==> src/rtl/ddc_phase_sched_pkg.sv <==
// ddc_phase_sched_pkg: shared FSM encoding and default widths/latencies for the DDC phase scheduler
package ddc_phase_sched_pkg;
  localparam int PHASE_W_DEF = 20;
  localparam int SETTLE_CYC_DEF = 16;
  typedef enum logic [2:0] {IDLE, LOAD, RESYNC, SETTLE, DONE} state_t;
  function automatic int idx_w(input int n);
    return n > 1 ? $clog2(n) : 1;
  endfunction
endpackage

==> src/rtl/ddc_phase_sched_if.sv <==
// ddc_phase_sched_if: shadow-table config, apply request and DDC-facing outputs of the scheduler
interface ddc_phase_sched_if
  import ddc_phase_sched_pkg::*;
#(
  parameter int N_CH = 4,
  parameter int PHASE_W = PHASE_W_DEF
);
  localparam int CH_W = idx_w(N_CH);
  logic cfg_we;
  logic [CH_W-1:0] cfg_ch;
  logic [PHASE_W-1:0] cfg_pinc;
  logic [PHASE_W-1:0] cfg_poff;
  logic apply;
  logic [N_CH-1:0] apply_mask;
  logic resync_en;
  logic [PHASE_W-1:0] pinc;
  logic [PHASE_W-1:0] poff;
  logic [N_CH-1:0] p_valid;
  logic resync;
  logic busy;
  logic done;
  logic data_ok;
  logic cfg_err;
  modport master (
    output cfg_we, cfg_ch, cfg_pinc, cfg_poff, apply, apply_mask, resync_en,
    input pinc, poff, p_valid, resync, busy, done, data_ok, cfg_err
  );
  modport slave (
    input cfg_we, cfg_ch, cfg_pinc, cfg_poff, apply, apply_mask, resync_en,
    output pinc, poff, p_valid, resync, busy, done, data_ok, cfg_err
  );
endinterface

==> src/rtl/ddc_settle_timer.sv <==
// ddc_settle_timer: loadable down-counter; tc is high once the count has run down to zero
module ddc_settle_timer
  import ddc_phase_sched_pkg::*;
#(
  parameter int W = 5
) (
  input  logic clk,
  input  logic rstn,
  input  logic load,
  input  logic [W-1:0] load_val,
  output logic tc
);
  logic [W-1:0] cnt;
  always_ff @(posedge clk or negedge rstn)
    if (!rstn) cnt <= '0;
    else cnt <= load ? load_val : (cnt != '0 ? cnt - 1'b1 : cnt);
  assign tc = cnt == '0;
endmodule

==> src/rtl/ddc_phase_sched.sv <==
// ddc_phase_sched: shadow table of per-DDC phase words, loaded one channel per cycle,
// followed by optional resync and a settle window before data is trusted again
module ddc_phase_sched
  import ddc_phase_sched_pkg::*;
#(
  parameter int N_CH = 4,
  parameter int PHASE_W = PHASE_W_DEF,
  parameter int SETTLE_CYC = SETTLE_CYC_DEF
) (
  input logic clk,
  input logic rstn,
  ddc_phase_sched_if.slave bus
);
  localparam int CH_W = idx_w(N_CH);
  localparam int TW = $clog2(SETTLE_CYC + 1);
  state_t state;
  logic [PHASE_W-1:0] tbl_pinc [N_CH];
  logic [PHASE_W-1:0] tbl_poff [N_CH];
  logic [CH_W-1:0] cnt, nxt;
  logic [N_CH-1:0] mask;
  logic rs_en, last, wr_ok, fwd0, settle_load, tc;
  always_comb begin
    nxt = cnt + 1'b1;
    last = cnt == CH_W'(N_CH - 1);
    wr_ok = bus.cfg_we && state == IDLE && int'(bus.cfg_ch) < N_CH;
    fwd0 = wr_ok && bus.cfg_ch == '0;
    settle_load = (state == LOAD && last && !rs_en) || state == RESYNC;
  end
  ddc_settle_timer #(.W(TW)) u_settle (
    .clk,
    .rstn,
    .load(settle_load),
    .load_val(TW'(SETTLE_CYC - 1)),
    .tc
  );
  always_ff @(posedge clk or negedge rstn) begin
    if (!rstn) begin
      state <= IDLE;
      cnt <= '0;
      mask <= '0;
      rs_en <= 1'b0;
      bus.pinc <= '0;
      bus.poff <= '0;
      bus.p_valid <= '0;
      bus.resync <= 1'b0;
      bus.busy <= 1'b0;
      bus.done <= 1'b0;
      bus.data_ok <= 1'b0;
      bus.cfg_err <= 1'b0;
      for (int i = 0; i < N_CH; i++) begin
        tbl_pinc[i] <= '0;
        tbl_poff[i] <= '0;
      end
    end else begin
      bus.p_valid <= '0;
      bus.resync <= 1'b0;
      bus.done <= 1'b0;
      if (wr_ok) begin
        tbl_pinc[bus.cfg_ch] <= bus.cfg_pinc;
        tbl_poff[bus.cfg_ch] <= bus.cfg_poff;
      end
      if ((bus.cfg_we && !wr_ok) || (bus.apply && state != IDLE)) bus.cfg_err <= 1'b1;
      case (state)
        IDLE: if (bus.apply) begin
          state <= LOAD;
          cnt <= '0;
          mask <= bus.apply_mask;
          rs_en <= bus.resync_en;
          bus.busy <= 1'b1;
          bus.data_ok <= 1'b0;
          bus.p_valid <= N_CH'(bus.apply_mask[0]);
          // a same-cycle write to entry 0 must be seen by the first load cycle
          bus.pinc <= fwd0 ? bus.cfg_pinc : tbl_pinc[0];
          bus.poff <= fwd0 ? bus.cfg_poff : tbl_poff[0];
        end
        LOAD: if (last) begin
          state <= rs_en ? RESYNC : SETTLE;
          bus.resync <= rs_en;
        end else begin
          cnt <= nxt;
          bus.p_valid <= mask & (N_CH'(1) << nxt);
          bus.pinc <= tbl_pinc[nxt];
          bus.poff <= tbl_poff[nxt];
        end
        RESYNC: state <= SETTLE;
        SETTLE: if (tc) begin
          state <= DONE;
          bus.done <= 1'b1;
        end
        DONE: begin
          state <= IDLE;
          bus.busy <= 1'b0;
          bus.data_ok <= 1'b1;
        end
        default: state <= IDLE;
      endcase
    end
  end
endmodule
==> src/flat_wrapper.sv <==
// flat-port wrapper written by rule: the top's interface ports become plain ports
module ddc_phase_sched_flat import ddc_phase_sched_pkg::*;
#(
  parameter int N_CH = 4,
  parameter int PHASE_W = PHASE_W_DEF,
  parameter int SETTLE_CYC = SETTLE_CYC_DEF
)
  (clk, rstn, bus_cfg_we, bus_cfg_ch, bus_cfg_pinc, bus_cfg_poff, bus_apply, bus_apply_mask, bus_resync_en, bus_pinc, bus_poff, bus_p_valid, bus_resync, bus_busy, bus_done, bus_data_ok, bus_cfg_err);
  ddc_phase_sched_if #(.N_CH(N_CH), .PHASE_W(PHASE_W)) bus_i ();
  input logic clk;
  input logic rstn;
  input wire logic [$bits(bus_i.cfg_we)-1:0] bus_cfg_we;
  input wire logic [$bits(bus_i.cfg_ch)-1:0] bus_cfg_ch;
  input wire logic [$bits(bus_i.cfg_pinc)-1:0] bus_cfg_pinc;
  input wire logic [$bits(bus_i.cfg_poff)-1:0] bus_cfg_poff;
  input wire logic [$bits(bus_i.apply)-1:0] bus_apply;
  input wire logic [$bits(bus_i.apply_mask)-1:0] bus_apply_mask;
  input wire logic [$bits(bus_i.resync_en)-1:0] bus_resync_en;
  output wire logic [$bits(bus_i.pinc)-1:0] bus_pinc;
  output wire logic [$bits(bus_i.poff)-1:0] bus_poff;
  output wire logic [$bits(bus_i.p_valid)-1:0] bus_p_valid;
  output wire logic [$bits(bus_i.resync)-1:0] bus_resync;
  output wire logic [$bits(bus_i.busy)-1:0] bus_busy;
  output wire logic [$bits(bus_i.done)-1:0] bus_done;
  output wire logic [$bits(bus_i.data_ok)-1:0] bus_data_ok;
  output wire logic [$bits(bus_i.cfg_err)-1:0] bus_cfg_err;
  assign bus_i.cfg_we = bus_cfg_we;
  assign bus_i.cfg_ch = bus_cfg_ch;
  assign bus_i.cfg_pinc = bus_cfg_pinc;
  assign bus_i.cfg_poff = bus_cfg_poff;
  assign bus_i.apply = bus_apply;
  assign bus_i.apply_mask = bus_apply_mask;
  assign bus_i.resync_en = bus_resync_en;
  assign bus_pinc = bus_i.pinc;
  assign bus_poff = bus_i.poff;
  assign bus_p_valid = bus_i.p_valid;
  assign bus_resync = bus_i.resync;
  assign bus_busy = bus_i.busy;
  assign bus_done = bus_i.done;
  assign bus_data_ok = bus_i.data_ok;
  assign bus_cfg_err = bus_i.cfg_err;
  ddc_phase_sched #(.N_CH(N_CH), .PHASE_W(PHASE_W), .SETTLE_CYC(SETTLE_CYC)) u_core (.clk(clk), .rstn(rstn), .bus(bus_i));
endmodule
==> config.mk <==
export PLATFORM = sky130hd
export DESIGN_NAME = ddc_phase_sched_flat
export DESIGN_NICKNAME = d
export VERILOG_FILES = /design/src/rtl/ddc_phase_sched_pkg.sv /design/src/rtl/ddc_phase_sched_if.sv /design/src/rtl/ddc_settle_timer.sv /design/src/rtl/ddc_phase_sched.sv /design/src/flat_wrapper.sv
export SDC_FILE = /design/constraint.sdc
export NUM_CORES = 1
export LEC_CHECK = 0
export ABC_AREA = 1
export CORE_ASPECT_RATIO = 0.75
export CORE_MARGIN = 2
export CORE_UTILIZATION = 35
export CTS_CLUSTER_DIAMETER = 60
export DETAILED_ROUTE_END_ITERATION = 12
export GPL_TIMING_DRIVEN = 0
export PLACE_DENSITY_LB_ADDON = 0.25
export SLEW_MARGIN = 20
export SYNTH_ARGS = -nofsm -noshare
export SYNTH_HDL_FRONTEND = slang
export SYNTH_SLANG_ARGS = --single-unit
==> constraint.sdc <==
create_clock -name clk -period 2.4 [get_ports clk]
set_input_delay 0.48 -clock clk [delete_from_list [all_inputs] [get_ports clk]]
set_output_delay 0.48 -clock clk [all_outputs]
set_load 0.05 [all_outputs]
# Word level (Yosys, flattened, before mapping)

Cells that the tools add are included.

Flip-flop bits (word level): 224
Bits of input ports: 51
Output and inout bits: 49
Logic and storage cells: 101

Add/subtract/negate cells: 2
Order comparisons: 3
Eq/ne operators: 9
Shift-type cells: 1
Multiplexer cells: 39
Bitwise operators: 3
Reduce and logical (&&, ||, !) cells: 23

Operator list:

| cell                                                                    | number |
|---|---|
| 20-bit two-way mux                                                      | 11 |
| 80-bit bitwise mux                                                      | 2 |
| 20-bit binary-select mux with 2-bit select                              | 2 |
| 20-bit one-hot mux with 2 select lines                                  | 2 |
| 20-bit demux with 2-bit select                                          | 1 |
| 3-bit one-hot mux with 4 select lines                                   | 1 |
| 5-bit two-way mux                                                       | 2 |
| 3-bit two-way mux                                                       | 3 |
| 1-bit two-way mux                                                       | 8 |
| 4-bit one-hot mux with 2 select lines                                   | 1 |
| 1-bit logical AND                                                       | 7 |
| 3-bit by 2-bit == test with 1-bit output, second input constant         | 2 |
| 3-bit >= comparator, second input constant                              | 2 |
| 2-bit inverter with 3-bit output                                        | 2 |
| 3-bit AND reduction                                                     | 2 |
| 2-bit nonzero test                                                      | 3 |
| 5-bit logical NOT                                                       | 1 |
| 5-bit nonzero test                                                      | 1 |
| 5-bit by 1-bit subtractor with 5-bit output, second input constant      | 1 |
| 4-bit bitwise AND                                                       | 1 |
| 2-bit two-way mux                                                       | 2 |
| 4-bit two-way mux                                                       | 1 |
| 2-bit by 1-bit inequality test with 1-bit output, second input constant | 2 |
| 2-bit inequality test, second input constant                            | 2 |
| other kinds (14)                                                        | 18 |

# Longest topological paths before layout

Depth after elaboration: 7
Gate-level depth with buffers: 14
Mapped depth without buffers: 9

# Hierarchy

Synthesis repeated with hierarchy kept, for this count alone.

Cell total of the unflattened synthesis: 1495
Area total of the unflattened synthesis: 10981.8 sq um

By module, submodules not included:

| module           | instances | cells an instance | area each (sq um) | seq. area each (sq um) |
|---|---|---|---|---|
| ddc_phase_sched  | 1         | 1456              | 10679.0           | 5455.2 |
| ddc_settle_timer | 1         | 39                | 302.8             | 125.1 |

# Worst setup path after synthesis

Ideal clock, no wire load.

Path type: register to register
Start point: register u_core.cnt[0]
End point: register u_core.bus.pinc[7]
Library setup time: 66 ps
Data arrival time: 2041 ps
Data required time: 2334 ps
Setup slack: 293 ps
Cell stages (with the launch flop): 15
Buffers on the path: 5
Period minus slack after synthesis: 2107 ps
Path through: dfrtp_1 buf_2 inv_1 buf_2 buf_2 ha_1 clkbuf_1 inv_1 clkbuf_1 nand3_1 nand3_1 nand2_1 inv_1 nand2_1 nand2_1

Longest elaborated chain between the ends: 7
Elaborated cells on any way between the ends: 10
Classes of those cells: add/sub (1); eq/ne (2); mux (5); bitwise (1); reduce/logical (1)

Ends and longest elaborated chain:

| element                                                | line                     | text |
|---|---|---|
| from (decl)                                            | ddc_phase_sched.sv:19    | `logic [CH_W-1:0] cnt, nxt;` |
| from (signal assigned)                                 | ddc_phase_sched.sv:80    | `cnt <= nxt;` |
| 2-bit by 1-bit adder with 2-bit output                 | ddc_phase_sched.sv:23    | `nxt = cnt + 1'b1;` |
| 2-bit inverter with 3-bit output (implied by the code) | ddc_phase_sched.sv:82    | `bus.pinc <= tbl_pinc[nxt];` |
| 20-bit binary-select mux with 2-bit select             | ddc_phase_sched.sv:82    |  |
| 20-bit two-way mux (implied by the code) (2 in a row)  | ddc_phase_sched.sv:82    |  |
| 20-bit two-way mux                                     | ddc_phase_sched.sv:76    | `LOAD: if (last) begin` |
| 20-bit one-hot mux with 2 select lines                 | ddc_phase_sched.sv:63    | `case (state)` |
| to (signal assigned)                                   | ddc_phase_sched.sv:73    | `bus.pinc <= fwd0 ? bus.cfg_pinc : tbl_pinc[0];` |
| to (signal assigned)                                   | ddc_phase_sched.sv:82    |  |
| to (decl)                                              | ddc_phase_sched_if.sv:30 | `output pinc, poff, p_valid, resync, busy, done, data_ok, cfg_err` |

Parallel ways exist; a longest one is shown, timed or not. The select of a mux whose other input is x is not followed.
A chain may end at the register's enable or synchronous reset.

# Final worst setup path

Start point: register u_core.bus.poff[17]
End point: output port bus_poff[17]

RTL lines:

| element                | line                     | text |
|---|---|---|
| from (decl)            | ddc_phase_sched_if.sv:30 |  |
| from (signal assigned) | ddc_phase_sched.sv:74    | `bus.poff <= fwd0 ? bus.cfg_poff : tbl_poff[0];` |
| from (signal assigned) | ddc_phase_sched.sv:83    | `bus.poff <= tbl_poff[nxt];` |
| to (decl)              | flat_wrapper.sv:20       | `output wire logic [$bits(bus_i.poff)-1:0] bus_poff;` |

No word-level cell between the ends.

==> results.yml <==
outcome:
  outcome: "completed"
synthesis:
  synth.net_count: 1542
  synth_area_leader_cell: "sky130_fd_sc_hd__dfrtp_1"
  synth_sequential_area_ratio_pct: 51.2
  synth_cell_type_count: 26
  netlist_top_cells_area: "sky130_fd_sc_hd__dfrtp_1 51%, sky130_fd_sc_hd__nand2_1 20%, sky130_fd_sc_hd__inv_1 8.9%"
  syn_inst: 1485
  synth.ff_latch_count: 223
  yosys_warnings: 0
  synth_top_area_share_pct: 51.2
  avgSynthCellArea_um2: 7.34
  mappedNetlistArea_mm2: 0.0109
power_and_ir_drop:
  switching_power_w: 0.00855
  total_power_w: 0.0196
  p_sw_share_pct: 43.7
  p_leak_nw: 7.20
  power.ir.vdd_worst_uv: 686
  seqPwrFrac_pct: 32.1
  comb_power_share_pct: 47.5
  power-per-cell-area_mw_per_mm2: 1460
  power_frac_clock_pct: 20.4
  power.internal_w: 0.0110
floorplanning:
  placementRows: 55
  die-width_um: 208
  dieArea_mm2: 0.0326
  floorplan.die.height_um: 157
  floorplan.core_area_mm2: 0.0304
  initial_standard_cell_utilization_of_the_core_pct: 35.8
  ios: 100
critical_path:
  critPathRequiredTime_ps: 1920
  setup.worst_path.start_class: "flip-flop"
  cp.arrival_ps: 1800
  cell_family_with_most_cp_delay: "buffers and inverters"
  cp_slowest_stage_delay_ps: 830
  register_to_register_path_depth: 13
  critical_path.cell_chain: "clkdlybuf4s50_1"
  rr_startpoint: "u_core.cnt[0]"
  crit_fanout: 2
  timing.critical_path.to_type: "output pin"
  r2r_end: "u_core.bus.pinc[19]"
  cp_max_stage_cell: "sky130_fd_sc_hd__clkdlybuf4s50_1"
  timing.critical_path.buf_inv: 1
  setup.reg_to_reg.worst_slack_ps: 180
  setup.worst_path.class: "reg -> out"
routing:
  dr.pass1.iters: 5
  ant_nets: 0
  first_iter_violations: 841
  detail_route.wirelength_um: 31300
  drc_errors: 0
  drt-vias-per-instance: 4.74
  num_vias: 9628
  detail_route.wl_per_cell_um: 15.4
worst_hold_path:
  hp_class: "in -> reg"
  timing.hold.worst_path_depth: 3
  worst_min_delay_path_endpoint: "u_core.bus.p_valid[0]"
  hold_path.startpoint: "bus_apply_mask[0]"
placement:
  input_output_buffers: 99
  detailedPlace.worstSlack_ps: -588
  place.gp.congestion: 0.839
  hpwl_um: 21500
sta:
  slew_headroom_pct: 38.6
  fin_crit_sh_pct: 94.8
  max_freq_ghz: 0.439
  setup_ws_ps: 124
  fin_skew_ps: 11.3
  transition_time_of_the_tightest_slew_check_pin_ps: 921
  rsz_0062_raised_after_global_routing: "false"
  hold_viol: 0
  report.final.setup_viol: 0
  report.final.slew_viol_count: 0
  finalSetupTns_ps: 0
  period_minus_slack_ps: 2280
global_route:
  overflow: 0
  grt_use_total_pct: 19.5
  antenna_found_initial: 1
  first_global_vias: 9104
  grt_first_pass_wirelength_um: 50400
  grt_max_degree: 81
clock_network:
  clk_pin_slew_ps: 60
  clockRootBuffer: "sky130_fd_sc_hd__clkbuf_16"
  clock_tree_from_tritoncts: "built"
  h-tree-depth: 1
  clock_insertion_delay_worst_skew_ps: 540
  numCtsBuffers: 26
  cts_max_path_buffers: 3
  cts_num_sinks: 223
flow_run:
  drv_cap: 0
layout:
  antenna_cells: 0
  most_common_cell_after_layout_fill_and_taps_aside: "sky130_fd_sc_hd__nand2_1"
  area_growth_pct: 22.7
  final_core_utilization_pct: 44.0
  num-nets-final: 1672
  share_of_post_route_cells_with_drive_strength_above_1_pct: 6.55
  most_used_cells_in_the_layout_excluding_fill_and_tap_cells: "595 x sky130_fd_sc_hd__nand2_1, 258 x sky130_fd_sc_hd__inv_1, 223 x sky130_fd_sc_hd__dfrtp_1"
==> metal layers <==
metal  global-route usage, %  wire length, um  vias up
met5                       0                0        -
met3                    3.47             2180       40
met4                    4.02              573        0
li1                        -                -     4748
met1                    29.3            15200     4561
met2                    29.1            13300      279
==> registers in the layout, indices dropped and copies added (netlist names), 2 cells and up <==
register	flops
u_core.tbl_pinc	80
u_core.u_settle.cnt	5
u_core.state	3
u_core.bus.poff	20
u_core.bus.pinc	20
u_core.tbl_poff	80
u_core.bus.p_valid	4
u_core.cnt	2
u_core.mask	3
==> cell families after synthesis <==
family | count (synthesis) | synth area share (%)
compound gates | 128 | 5.96
fa+ha+maj | 6 | 0.689
flops | 223 | 51.2
xor+xnor | 1 | 0.0804
simple gates | 790 | 29.7
buf+inv | 337 | 12.4
==> power groups by stage <==
stage	Combinational, W	Clock, W	Sequential (W)
detailed placement	0.00916	0	0.00632
global placement	0.00899	0	0.00630
CTS	0.00927	0.00408	0.00628
global route	0.0105	0.00422	0.00650
finish	0.00930	0.00398	0.00629
floorplan	0.00547	0	0.00722
==> cells in the mapped netlist <==
library cell,count
sky130_fd_sc_hd__nor2_2,3
sky130_fd_sc_hd__o21ai_1,92
sky130_fd_sc_hd__nor3_1,2
sky130_fd_sc_hd__o21ai_0,33
sky130_fd_sc_hd__nand2_2,3
sky130_fd_sc_hd__inv_2,4
sky130_fd_sc_hd__nor2_4,1
sky130_fd_sc_hd__o31ai_1,1
sky130_fd_sc_hd__buf_2,29
sky130_fd_sc_hd__nand3_2,3
sky130_fd_sc_hd__nor2_8,1
sky130_fd_sc_hd__buf_1,3
sky130_fd_sc_hd__xor2_1,1
sky130_fd_sc_hd__dfrtp_1,223
sky130_fd_sc_hd__buf_6,4
sky130_fd_sc_hd__o211ai_1,1
sky130_fd_sc_hd__nand3_1,165
sky130_fd_sc_hd__buf_4,4
sky130_fd_sc_hd__nand2_1,595
sky130_fd_sc_hd__nor2_1,14
sky130_fd_sc_hd__o21ai_2,1
sky130_fd_sc_hd__nand4_1,2
sky130_fd_sc_hd__nand3b_1,1
sky130_fd_sc_hd__clkbuf_1,35
sky130_fd_sc_hd__inv_1,258
sky130_fd_sc_hd__ha_1,6
==> timing repair <==
action,in CTS,in global routing
hold buffers,1,0
gates resized for setup,14,8
endpoints found under the hold margin,64,0
setup endpoints to repair,41,40
buffers inserted,0,1
==> worst max path at each step <==
stage                                    from  slack (ps)  cells past startpoint                   to
after floorplan                 u_core.cnt[0]         290                     14   u_core.bus.pinc[7]
after global placement                   rstn       -9130                      1  u_core.tbl_poff[73]
after detailed placement        u_core.cnt[0]        -590                     14   u_core.bus.pinc[3]
after CTS                       u_core.cnt[0]           1                     13  u_core.bus.pinc[17]
after global routing            u_core.cnt[0]          60                     13  u_core.bus.pinc[17]
final                     u_core.bus.poff[17]         120                      1         bus_poff[17]
==> layout make-up <==
cell class | count | area, um2
multi-input combinational | 925 | 3990
clock inverter | 7 | 73.8
buffer | 74 | 390
inverter | 262 | 983
tap | 399 | 499
clock buffer | 39 | 791
timing repair buffer | 103 | 1070
sequential | 223 | 5580
fill | 3106 | 17000
==> through the flow <==
step,cells,hold WS (ps),cell area (um2)
final,2032,463,13400
after global routing,2032,463,13400
after CTS,2031,445,13300
after detailed placement,1985,462,12500
after global placement,1983,451,12400
after floorplan,1485,184,10900
(Power assumes the default switching activity.)
